### src/rtl/seq_pkg.sv
// Shared types and constants for the sequence loader: base codes, FSM state,
// and the decoded-character payload.
package seq_pkg;

  localparam int unsigned NBASES_DEF = 12;

  localparam logic [1:0] BASE_A = 2'd0;
  localparam logic [1:0] BASE_T = 2'd1;
  localparam logic [1:0] BASE_G = 2'd2;
  localparam logic [1:0] BASE_C = 2'd3;

  typedef enum logic [1:0] {
    LOAD_R = 2'd0,
    LOAD_Q = 2'd1,
    START  = 2'd2,
    WAIT   = 2'd3
  } state_t;

  typedef struct packed {
    logic       valid;
    logic       ignore;
    logic [1:0] code;
  } dec_t;

endpackage

### src/rtl/base_decode.sv
// ASCII to 2-bit base decoder; flags whitespace as ignorable and anything
// else that is not a base as invalid (valid and ignore both low).
module base_decode
  import seq_pkg::*;
(
  input  logic [7:0] i_char,
  output dec_t       o_dec_c
);

  always_comb begin
    o_dec_c = '0;
    case (i_char)
      8'h41, 8'h61: begin
        o_dec_c.valid = 1'b1;
        o_dec_c.code  = BASE_A;
      end
      8'h54, 8'h74: begin
        o_dec_c.valid = 1'b1;
        o_dec_c.code  = BASE_T;
      end
      8'h47, 8'h67: begin
        o_dec_c.valid = 1'b1;
        o_dec_c.code  = BASE_G;
      end
      8'h43, 8'h63: begin
        o_dec_c.valid = 1'b1;
        o_dec_c.code  = BASE_C;
      end
      8'h0A, 8'h0D, 8'h20: o_dec_c.ignore = 1'b1;
      default: ;
    endcase
  end

endmodule

### src/rtl/seq_loader.sv
// Streams ASCII bases into packed R/Q registers, kicks the aligner with a
// one-cycle start pulse and waits (with timeout) for its completion edge.
module seq_loader
  import seq_pkg::*;
#(
  parameter int unsigned NBASES  = NBASES_DEF,
  parameter int unsigned TIMEOUT = 128
) (
  input  logic                clk,
  input  logic                reset_n,
  input  logic [7:0]          in_data,
  input  logic                in_valid,
  output logic                in_ready,
  output logic [2*NBASES-1:0] R,
  output logic [2*NBASES-1:0] Q,
  output logic                acc_start,
  input  logic                acc_ready,
  output logic                busy,
  output logic                err_char,
  output logic                err_timeout
);

  localparam int unsigned SEQ_W  = 2 * NBASES;
  localparam int unsigned CNT_W  = $clog2(NBASES + 1);
  localparam int unsigned WCNT_W = (TIMEOUT > 2) ? $clog2(TIMEOUT) : 1;

  state_t             r_state;
  state_t             w_state_nxt;
  logic [CNT_W-1:0]   r_cnt;
  logic [CNT_W-1:0]   w_cnt_nxt;
  logic [WCNT_W-1:0]  r_wcnt;
  logic [WCNT_W-1:0]  w_wcnt_nxt;
  logic [SEQ_W-1:0]   r_r;
  logic [SEQ_W-1:0]   r_q;
  logic [SEQ_W-1:0]   w_r_nxt;
  logic [SEQ_W-1:0]   w_q_nxt;
  logic               r_in_ready;
  logic               r_acc_start;
  logic               r_busy;
  logic               r_err_char;
  logic               r_err_timeout;
  logic               r_acc_ready_q;
  logic               w_in_ready_nxt;
  logic               w_acc_start_nxt;
  logic               w_busy_nxt;
  logic               w_err_char_nxt;
  logic               w_err_to_nxt;

  dec_t               w_dec;
  logic               w_fire;
  logic               w_base;
  logic               w_last;
  logic               w_edge;
  logic               w_wait_done;
  int unsigned        w_shift;
  logic [SEQ_W-1:0]   w_base_mask;
  logic [SEQ_W-1:0]   w_base_val;

  base_decode u_base_decode (
    .i_char  (in_data),
    .o_dec_c (w_dec)
  );

  assign w_fire      = in_valid & r_in_ready;
  assign w_base      = w_fire & w_dec.valid;
  assign w_last      = (r_cnt == CNT_W'(NBASES - 1));
  assign w_edge      = acc_ready & ~r_acc_ready_q;
  assign w_wait_done = (r_wcnt == WCNT_W'(TIMEOUT - 1));

  // Base k lands MSB-first, so its field sits 2*(NBASES-1-k) bits up.
  assign w_shift     = 2 * (NBASES - 1) - 2 * 32'(r_cnt);
  assign w_base_mask = SEQ_W'(2'b11) << w_shift;
  assign w_base_val  = SEQ_W'(w_dec.code) << w_shift;

  always_ff @(posedge clk or negedge reset_n) begin
    if (!reset_n) begin
      r_state <= LOAD_R;
    end else begin
      r_state <= w_state_nxt;
    end
  end

  always_comb begin
    w_state_nxt    = r_state;
    w_cnt_nxt      = r_cnt;
    w_wcnt_nxt     = r_wcnt;
    w_r_nxt        = r_r;
    w_q_nxt        = r_q;
    w_err_char_nxt = w_fire & ~w_dec.valid & ~w_dec.ignore;
    w_err_to_nxt   = r_err_timeout & ~w_base;

    case (r_state)
      LOAD_R: begin
        if (w_base) begin
          w_r_nxt = (r_r & ~w_base_mask) | w_base_val;
          if (w_last) begin
            w_cnt_nxt   = '0;
            w_state_nxt = LOAD_Q;
          end else begin
            w_cnt_nxt = r_cnt + CNT_W'(1);
          end
        end
      end
      LOAD_Q: begin
        if (w_base) begin
          w_q_nxt = (r_q & ~w_base_mask) | w_base_val;
          if (w_last) begin
            w_cnt_nxt   = '0;
            w_state_nxt = START;
          end else begin
            w_cnt_nxt = r_cnt + CNT_W'(1);
          end
        end
      end
      START: begin
        w_wcnt_nxt  = '0;
        w_state_nxt = WAIT;
      end
      WAIT: begin
        // A completion edge takes priority over a coincident timeout.
        if (w_edge) begin
          w_wcnt_nxt  = '0;
          w_state_nxt = LOAD_R;
        end else if (w_wait_done) begin
          w_wcnt_nxt   = '0;
          w_err_to_nxt = 1'b1;
          w_state_nxt  = LOAD_R;
        end else begin
          w_wcnt_nxt = r_wcnt + WCNT_W'(1);
        end
      end
      default: w_state_nxt = LOAD_R;
    endcase

    w_in_ready_nxt  = (w_state_nxt == LOAD_R) || (w_state_nxt == LOAD_Q);
    w_acc_start_nxt = (w_state_nxt == START);
    w_busy_nxt      = !((w_state_nxt == LOAD_R) && (w_cnt_nxt == '0));
  end

  always_ff @(posedge clk or negedge reset_n) begin
    if (!reset_n) begin
      r_cnt         <= '0;
      r_wcnt        <= '0;
      r_r           <= '0;
      r_q           <= '0;
      r_in_ready    <= 1'b1;
      r_acc_start   <= 1'b0;
      r_busy        <= 1'b0;
      r_err_char    <= 1'b0;
      r_err_timeout <= 1'b0;
      r_acc_ready_q <= 1'b0;
    end else begin
      r_cnt         <= w_cnt_nxt;
      r_wcnt        <= w_wcnt_nxt;
      r_r           <= w_r_nxt;
      r_q           <= w_q_nxt;
      r_in_ready    <= w_in_ready_nxt;
      r_acc_start   <= w_acc_start_nxt;
      r_busy        <= w_busy_nxt;
      r_err_char    <= w_err_char_nxt;
      r_err_timeout <= w_err_to_nxt;
      r_acc_ready_q <= acc_ready;
    end
  end

  assign in_ready    = r_in_ready;
  assign R           = r_r;
  assign Q           = r_q;
  assign acc_start   = r_acc_start;
  assign busy        = r_busy;
  assign err_char    = r_err_char;
  assign err_timeout = r_err_timeout;

endmodule

### config.mk
export PLATFORM = sky130hd
export DESIGN_NAME = seq_loader
export DESIGN_NICKNAME = d
export VERILOG_FILES = /design/src/rtl/seq_pkg.sv /design/src/rtl/base_decode.sv /design/src/rtl/seq_loader.sv
export SDC_FILE = /design/constraint.sdc
export NUM_CORES = 1
export LEC_CHECK = 0
export ABC_AREA = 0
export BUFFER_PORTS_ARGS = -buffer_cell sky130_fd_sc_hd__buf_4
export CAP_MARGIN = 10
export CORE_MARGIN = 2
export CORE_UTILIZATION = 30
export CTS_BUF_LIST = sky130_fd_sc_hd__clkbuf_4
export DETAILED_ROUTE_END_ITERATION = 8
export PLACE_DENSITY_LB_ADDON = 0.3
export SLEW_MARGIN = 25
export SYNTH_ARGS = -nofsm -noshare
export SYNTH_HDL_FRONTEND = slang
export SYNTH_SLANG_ARGS = --single-unit
export TNS_END_PERCENT = 20
### constraint.sdc
create_clock -name clk -period 3 [get_ports clk]
set_clock_uncertainty 0.1 [all_clocks]
set_input_delay 0.3 -clock clk [delete_from_list [all_inputs] [get_ports clk]]
set_output_delay 0.3 -clock clk [all_outputs]
set_load 0.02 [all_outputs]
==> impl_metrics.yaml <==
placement:
  place_congestion: 0.771
  placed_cell_area_sq_mm: 0.00354
  dp_slack_ns: 0.655
  port_buffers: 64
  place_hpwl_um: 4920
detailed_routing:
  vias_per_cell: 4.69
  drc: 0
  wire_per_inst_um: 13.6
  antenna_left: 0
  vias: 2353
  wirelength_um: 6840
  drt_iter0_drc: 110
  drt_pass1_iterations: 4
clock_network:
  cts-root-buf: "clkbuf_4"
  ctsHoldBuffers: 2
  insertion_delay_ns: 0.40
  cts.sinks: 67
  clk_pin_slew_ns: 0.10
  postCtsSetupRepairBufs: 0
  cts_resized: 0
  clk_path_buf_depth: 2
  cts_tree: "done"
  cts_buffers: 9
  cts.htree.levels: 3
grt:
  grt_pass1_vias: 2249
  overflow: 0
  busiest_layer: "met2"
  grt_max_degree: 68
  antenna_found_initial: 0
  grtUsageMet2: 0.219
  use_met3: 0.0451
  grt_pass1_wl_um: 11200
  globalRouteMet1Util: 0.193
  grt_usage: 0.143
timing:
  finalCriticalPeriod_ns: 2.35
  slew_headroom: 0.440
  rsz0062_at_grt: "false"
  min_period_over_period: 0.782
  final-setup-viol-count: 0
  setup-tns-final_ns: 0
  fmax_mhz: 426
  hold_viol_final: 0
  layout_setup_ws_ns: 0.653
  slew_viol_final: 0
  tightestPinTransition_ns: 0.841
critical_path:
  required_ns: 3.19
  path_class: "reg -> reg"
  cp_common_cell: "nand2_1"
  cpPeakStageDelay_ns: 0.59
  reg2reg_depth: 7
  critPathMaxFanout: 11
  cp_slowest_cell: "nor3b_1"
  startpoint_type: "register"
  cp.arrival_ns: 2.54
  cp-end-kind: "register"
  crit_chain: "inv_1 -> ha_1 -> nor3b_1 -> and3_1 -> nand2_1 -> nand2_1 -> o21ai_1"
synth:
  syn_area_per_cell_sq_um: 9.77
  yosys.cell_types.count: 40
  synth-seq-cells: 67
  synth_area_sq_mm: 0.00290
  async_flop_share: 1.00
  synthCells: 297
  synth_edf_count: 0
  yosysSeqAreaShare: 0.579
  syn-num-nets: 313
  synth-main-ff-cell: "dfrtp_1"
  yosys_warnings: 0
status:
  status: "finished clean"
min_path:
  min_path_cells: 3
  hold_path_class: "in -> reg"
final_layout:
  final_area_sq_mm: 0.00366
  fillCellCount: 966
  drive_gt1_frac: 0.247
  fin_nets: 384
  antenna-diode-count: 0
  syn_to_final_growth_pct: 26.2
  utilization: 0.392
  layout_commonest_cell: "buf_4"
  final_cell_mix: "buf_4, dfrtp_1, nand2_1"
floorplan:
  die_area_sq_mm: 0.0105
  num_io_pins: 65
  core_area_sq_mm: 0.00933
  rows: 35
  die_h_um: 102
  start_util: 0.311
  die_width_um: 102
flow_run:
  max_cap_viol_count: 0
power:
  power_density_mw_per_mm2: 498
  power_leakage_nw: 1.64
  p_total_w: 0.00182
  ir_drop_mv: 0.255
## layer usage
layer | part of all wire | wire, um | up-vias
li1 | - | - | 1191
met5 | 0 | 0 | -
met2 | 0.47 | 3200 | 58
met1 | 0.48 | 3260 | 1096
met3 | 0.043 | 293 | 8
met4 | 0.014 | 96 | 0
## synthesized netlist by cell type, types with 3 or more instances
cell,number,area (sq um)
o21ai_0,6,30.0
and3_1,3,18.8
nor4_1,4,25.0
nand2b_1,4,25.0
inv_1,5,18.8
nor3b_1,3,22.5
dfrtp_1,66,1650
a21oi_1,3,15.0
o21ai_1,50,250
clkbuf_1,8,30.0
nor3_1,3,15.0
ha_1,4,50.1
nand4_1,5,31.3
nor2_1,14,52.6
nand2_1,63,236
a31oi_1,3,18.8
nand3_1,22,110
## critical path: cells and delay by family, from the launching register on
family	cells	cell delay [ns]
AO/OA/AOI/OAI	1	0.06
adder cells (fa/ha/maj)	1	0.37
buffers and inverters	1	0.08
flip-flops	1	0.54
AND/OR/NAND/NOR	4	1.10
## kinds of logic (layout without fill, tap and decap cells)
| kind of cell | count (synthesis) | count (layout) | share of synthesized area |
|---|---|---|---|
| compound gates | 67 | 67 | 0.123 |
| xor+xnor | 3 | 3 | 0.00906 |
| fa+ha+maj | 4 | 4 | 0.0173 |
| buf+inv | 15 | 91 | 0.0203 |
| flops | 67 | 67 | 0.579 |
| mux | 5 | 5 | 0.0216 |
| simple gates | 136 | 136 | 0.231 |
## layout make-up
class / instances / area, sq um / area share
tap: 129 / 161 / 0.0441
clock buffer: 9 / 67.6 / 0.0185
multi-input combinational: 215 / 1170 / 0.320
sequential: 67 / 1680 / 0.458
inverter: 5 / 18.8 / 0.00513
clock inverter: 7 / 35.0 / 0.00957
timing repair buffer: 70 / 531 / 0.145
## registers in the layout, indices dropped and copies added (netlist names)
| register | count |
|---|---|
| err_char | 1 |
| acc_start | 1 |
| r_wcnt | 7 |
| r_acc_ready_q | 1 |
| Q | 24 |
| R | 24 |
| r_cnt | 4 |
| in_ready | 1 |
| r_state | 2 |
| busy | 1 |
| err_timeout | 1 |
## per-stage QoR
step	hold slack (ns)	instances
floorplan	-0.0956	297
global route	0.100	502
finish	0.122	502
global placement	0.319	484
detailed placement	0.324	484
CTS	0.0957	502
## report_power, final
part	switching (W)	internal (W)
clock network	0.000314	0.000157
registers	0.0000843	0.000963
logic	0.000184	0.000123
## final timing paths
check / startpoint / to / slack, ns
setup / recovery: r_cnt[2]$_DFF_PN0_ / R[9]$_DFFE_PN0P_ / 0.65
hold / removal: in_data[6] / err_char$_DFF_PN0_ / 0.12
max in group asynchronous: reset_n / R[16]$_DFFE_PN0P_ / 1.83
hold reg to reg: Q[15]$_DFFE_PN0P_ / Q[15]$_DFFE_PN0P_ / 0.39
min in group asynchronous: reset_n / r_wcnt[5]$_DFFE_PN0P_ / 0.43
setup reg to reg: r_cnt[2]$_DFF_PN0_ / R[9]$_DFFE_PN0P_ / 0.65
(Power assumes the default switching activity.)
